## config.mk

```make
export PLATFORM = sky130hd
export DESIGN_NAME = icache_dm
export DESIGN_NICKNAME = d
export VERILOG_FILES = /design/src/rtl/cpu_types_pkg.sv /design/src/rtl/icache_dm.sv
export SDC_FILE = /design/constraint.sdc
export NUM_CORES = 2
export LEC_CHECK = 0
export CAP_MARGIN = 20
export CORE_ASPECT_RATIO = 1.75
export CORE_UTILIZATION = 41
export CTS_BUF_LIST = sky130_fd_sc_hd__clkbuf_4
export DETAILED_ROUTE_END_ITERATION = 10
export HOLD_SLACK_MARGIN = 0.08
export SYNTH_ARGS = -nofsm -noshare
export SYNTH_HDL_FRONTEND = slang
export SYNTH_SLANG_ARGS = --single-unit
export TNS_END_PERCENT = 5
```

## constraint.sdc

```tcl
create_clock -name CLK -period 11.1 [get_ports CLK]
set_clock_uncertainty 0.05 [all_clocks]
set_input_delay 2.22 -clock CLK [delete_from_list [all_inputs] [get_ports CLK]]
set_output_delay 2.22 -clock CLK [all_outputs]
set_load 0.02 [all_outputs]
```

## src/rtl/cpu_types_pkg.sv

```systemverilog
`default_nettype none
// ============================================================================
// Module  : cpu_types_pkg
// Brief   : Shared CPU types and default instruction-cache geometry.
// Revision: 1.0
// ============================================================================
package cpu_types_pkg;

  typedef logic [31:0] word_t;

  typedef enum logic [0:0] {
    ICACHE_IDLE = 1'b0,
    ICACHE_FILL = 1'b1
  } icache_state_t;

  localparam int ICACHE_SETS        = 16;
  localparam int ICACHE_BLOCK_WORDS = 2;

endpackage
`default_nettype wire

```

## src/rtl/icache_dm.sv

```systemverilog
`default_nettype none
// ============================================================================
// Module  : icache_dm
// Brief   : Direct-mapped, read-only instruction cache with line refill FSM.
// Revision: 1.0
// ============================================================================
module icache_dm
  import cpu_types_pkg::*;
#(
  parameter int SETS        = ICACHE_SETS,
  parameter int BLOCK_WORDS = ICACHE_BLOCK_WORDS
) (
  input  logic  CLK,
  input  logic  RST,
  input  logic  imemREN,
  input  word_t imemaddr,
  output logic  ihit,
  output word_t imemload,
  input  logic  inval,
  output logic  iREN,
  output word_t iaddr,
  input  logic  iwait,
  input  word_t iload,
  output word_t hit_count,
  output word_t miss_count
);

  localparam int c_off_w = $clog2(BLOCK_WORDS);
  localparam int c_cnt_w = (c_off_w > 0) ? c_off_w : 1;
  localparam int c_idx_w = $clog2(SETS);
  localparam int c_tag_w = 30 - c_off_w - c_idx_w;
  localparam logic [c_cnt_w-1:0] c_last_word = c_cnt_w'(BLOCK_WORDS - 1);

  logic [c_tag_w-1:0] w_tag;
  logic [c_idx_w-1:0] w_idx;
  logic [c_cnt_w-1:0] w_off;
  logic [1:0]         w_unused_byte;

  logic [SETS-1:0]    r_valid;
  logic [c_tag_w-1:0] r_tags [SETS];
  word_t              r_data [SETS][BLOCK_WORDS];

  icache_state_t      r_state;
  logic [c_tag_w-1:0] r_fill_tag;
  logic [c_idx_w-1:0] r_fill_idx;
  logic [c_cnt_w-1:0] r_cnt;
  word_t              r_hit_count;
  word_t              r_miss_count;
  word_t              r_last;

  word_t w_lookup;
  word_t w_fill_addr;
  logic  w_hit;
  logic  w_fill_wr;

  assign w_tag         = imemaddr[31 -: c_tag_w];
  assign w_idx         = imemaddr[2 + c_off_w +: c_idx_w];
  assign w_unused_byte = imemaddr[1:0];

  generate
    if (c_off_w > 0) begin : g_word_off
      assign w_off = imemaddr[2 +: c_cnt_w];
    end else begin : g_single_word
      assign w_off = '0;
    end
  endgenerate

  always_comb begin
    w_lookup    = r_data[w_idx][w_off];
    w_hit       = !RST && (r_state == ICACHE_IDLE) && imemREN &&
                  r_valid[w_idx] && (r_tags[w_idx] == w_tag);
    w_fill_addr = (word_t'({r_fill_tag, r_fill_idx, 2'b00}) << c_off_w) |
                  (word_t'(r_cnt) << 2);
    // Invalidate wins over the final handshake, so the abandoned line is never written.
    w_fill_wr   = !RST && (r_state == ICACHE_FILL) && !inval && !iwait;
  end

  assign ihit       = w_hit;
  assign imemload   = w_hit ? w_lookup : r_last;
  assign iREN       = !RST && (r_state == ICACHE_FILL);
  assign iaddr      = iREN ? w_fill_addr : '0;
  assign hit_count  = r_hit_count;
  assign miss_count = r_miss_count;

  always_ff @(posedge CLK) begin
    if (RST) begin
      r_state      <= ICACHE_IDLE;
      r_valid      <= '0;
      r_cnt        <= '0;
      r_hit_count  <= '0;
      r_miss_count <= '0;
      r_last       <= '0;
    end else begin
      case (r_state)
        ICACHE_IDLE: begin
          if (w_hit) begin
            r_hit_count <= r_hit_count + 32'd1;
            r_last      <= w_lookup;
          end else if (imemREN) begin
            r_fill_tag   <= w_tag;
            r_fill_idx   <= w_idx;
            r_cnt        <= '0;
            r_miss_count <= r_miss_count + 32'd1;
            r_state      <= ICACHE_FILL;
          end
          if (inval) begin
            r_valid <= '0;
          end
        end
        ICACHE_FILL: begin
          if (inval) begin
            r_valid <= '0;
            r_cnt   <= '0;
            r_state <= ICACHE_IDLE;
          end else if (!iwait) begin
            if (r_cnt == c_last_word) begin
              r_valid[r_fill_idx] <= 1'b1;
              r_cnt               <= '0;
              r_state             <= ICACHE_IDLE;
            end else begin
              r_cnt <= r_cnt + 1'b1;
            end
          end
        end
        default: r_state <= ICACHE_IDLE;
      endcase
    end
  end

  // Tag and data arrays carry no reset; the valid bits alone qualify them.
  always_ff @(posedge CLK) begin
    if (w_fill_wr) begin
      r_data[r_fill_idx][r_cnt] <= iload;
      if (r_cnt == c_last_word) begin
        r_tags[r_fill_idx] <= r_fill_tag;
      end
    end
  end

endmodule
`default_nettype wire
```

==> impl_results.md <==
- Final Wtd Congestion: 0.787
- Seq/Total Area, Yosys: 75.2%
- CTS tree: done
- GRT Overall Usage: 20.4%
- CTS clock-pin slew for the worst setup and hold paths: 0.07 ns
- Status: completed
- Area leader, netlist: edfxtp_1
- Pleak: 0.0225 µW
- Unrepaired setup endpoints after global routing: false
- Cell Chain, Critical Path: buf_8 > buf_4 > mux4_2 > a22oi_1 > nand3_1 > xor2_1 > nor2_1 > nand4_1 > nor4_2 > buf_12 > mux2_2 > clkdlybuf4s50_1
- Number of buffers created by CTS: approximately 370
- Dominant synthesized flop cell: edfxtp_1
- Switching part of the total: ~22%
- Internal power: ~8900 µW
- Hold WC Path Type: reg -> reg
- Post-Syn Area per Cell: 21.1 µm²
- Initial DRC count: 1989
- Startpoint type of the worst setup path: primary input
- Synth top area share: 71.5%
- CTS Root Cell: clkbuf_4
- CTS Sinks: 1567
- IO Pins: 199
- Post-CTS Hold Buffers: 0
- Routed Antenna Nets: 0
- DRT Wirelength: 152000 µm
- Clock period minus worst slack: 9.31 ns
- Setup crit end kind: output port
- Vias in the first global route: 33550
- Final hold viol count: 0
- Clock Latency Late Sink: 1.29 ns
- Most common library cell in the layout ignoring fill and taps: edfxtp_1
- Worst Path Required: 8.83 ns
- Nets: 3434
- WS Path Type: in -> out
- Combinational power share: 4.5%
- Global route total overflow: 0
- Initial cell density of the core: 41.2%
- Arr. time, crit path: between 7 and 8 ns
- Slowest cell on crit path: buf_4
- Share of cells above drive strength 1: between 30% and 40%
- Die height: 512 µm
- Hold path startpoint: r_valid[4]
- First-pass GRT wire length: approximately 220000 µm
- Drt drc: 0
- Number of synthesized flops with an enable pin: 1453
- Max VDD drop: 0.000132 V
- Final Max Tran Viols: 0
- H-tree depth: 5
- Commonest non-fill, non-tap cells in the layout: edfxtp_1, clkbuf_4, mux4_2
- Final period utilization: 83.8%
- Site row count: 187
- Worst Hold Depth: 1
- Post-synthesis register bit count: roughly 1600
- Synthesis-to-layout area growth: 14.7%
- FMAX: 0.107 GHz
- Synth unique cells: 57
- Drt pass-1 iters: 5
- Slew HR: between 20% and 30%
- Worst R2R Setup Slack: 6.78 ns
- Power share of the clock group: 38.8%
- Combined buffer and inverter count along the critical path: 4
- Total number of vias: 31102
- PwrDens: around 160 nW/µm²
- Sequential power share: 56.7%
- Die W: 294 µm
- Mapped Area: 61000 µm²
- NetSw: around 2500 µW
- Postcts setup bufs: 0
- Reg2reg end: hit_count[16]
- Via density: 5.54
- Overall power: 11400 µW
- Yosys warnings: 0
- Initial antenna violation count: 17
- Fin Setup TNS: 0 ns
- Async set-reset flop share out of synthesis: 0%
- CTS Buffer Depth: 4
- Post-DP HPWL: 81200 µm
- Hold EP: r_valid[4]
- Number of max-cap violations: 0
- Reg2reg path depth: 9
- Final setup violation count: 0
- Crit-path max FO: just under 60
- Core area: 148000 µm²
- Floorplan die area: between 150000 and 200000 µm²
- Cts repair resizes: 0
- Syn Inst Count: 2887
- Crit-path leading delay family: buffers and inverters
- Wirelength per Cell: 27.1 µm
- Largest net degree at the start of global routing: 110
- Reg2reg start: r_tags[5][23]
- Worst stage delay on the critical path: roughly 0.85 ns
- Top post-synthesis cells by area: edfxtp_1, mux4_2, dfxtp_1
- Buffers on Ports: 194
- Tightest Pin Transition: 1.13 ns
-- cell type report --
cell class	instances	area [µm²]
fillers	12394	78100
flip-flops and latches	1567	45900
multi-input cells	1143	14500
clock buffers	517	3880
repair buffers	268	2550
well taps	1984	2480
clock inverters	111	551
inverters	16	65.1
diodes	8	20.0
-- kinds of logic (layout without fill, tap and decap cells) --
| family | after synthesis | in the layout | share of synthesized area [%] |
|---|---|---|---|
| compound gates | 138 | 138 | 1.67 |
| fa+ha+maj | 2 | 2 | 0.0410 |
| other cells | 1 | 10 | 0.00614 |
| buf+inv | 178 | 912 | 1.33 |
| mux | 565 | 565 | 17.7 |
| simple gates | 400 | 400 | 3.53 |
| xor+xnor | 36 | 36 | 0.517 |
| flops | 1567 | 1567 | 75.2 |
-- cells in the mapped netlist, types with 4 or more instances --
library cell and n:
a221oi_1 11, or4_1 12, mux2i_1 58, xnor2_1 15, a31oi_1 5, a221o_1 5, and3_1 19, a31o_2 5
a211oi_1 5, dfxtp_1 114, mux4_2 399, and2_1 69, mux2_2 107, a21o_1 15, inv_1 15, clkbuf_1 84
buf_2 27, nor3_1 19, a22oi_1 4, o22ai_1 13, or2_2 18, edfxtp_1 1453, nand2_1 44, o41ai_1 16
nand4_1 16, o21ai_0 9, o311ai_0 16, a21oi_1 19, or3_1 8, and4_1 6, nand2b_1 7, nor4_1 14
nor2_1 86, xor2_1 21, nor2b_1 39, buf_6 8, buf_4 13, o31ai_1 5, buf_1 30, nand3_1 35
-- worst max-delay path by stage --
stage,from,end,slack (ns),cells past startpoint
after floorplan,imemaddr[3],imemload[10],3.36,10
after global placement,imemaddr[3],imemload[18],1.58,12
after detailed placement,imemaddr[3],imemload[18],1.67,12
after CTS,imemaddr[3],imemload[18],1.67,12
after global routing,imemaddr[3],imemload[31],1.42,12
final,imemaddr[3],imemload[0],1.79,12
-- state kept, by name, summed over array words and instances (netlist names), 4 cells and up --
register and count:
r_data 1024, r_tags 400, hit_count 32, miss_count 32, r_last 32, r_fill_tag 25, r_valid 16, r_fill_idx 4
-- power by group through the flow --
| stage | clock network (µW) | registers (µW) | logic (µW) |
|---|---|---|---|
| after floorplan | 0 | 6580 | 317 |
| after CTS | 4570 | 6460 | 517 |
| after global placement | 0 | 6590 | 505 |
| after global routing | 4830 | 6460 | 545 |
| final | 4420 | 6460 | 509 |
| after detailed placement | 0 | 6590 | 516 |
-- layer usage --
metal / track usage (%) / part of all wire [%] / vias up
met1: 24.0 / 38 / 16370
met4: 7.71 / 3.1 / 20
met2: 36.1 / 53 / 1189
met5: 0 / 0.086 / -
met3: 4.72 / 6.2 / 304
li1: - / - / 13219
-- per-stage QoR --
stage	setup slack [ns]	utilization [%]	hold slack (ns)	std cells	area [µm²]
4_1_cts	1.67	47.2	0.403	5604	69900
6_report	1.79	47.3	0.398	5614	70000
2_1_floorplan	3.36	-	0.371	2888	61000
5_1_grt	1.42	47.3	0.425	5613	70000
3_3_place_gp	1.58	44.2	0.377	4976	65500
3_5_place_dp	1.67	44.2	0.385	4976	65500
Note: power is estimated with default switching activity, not from simulation.
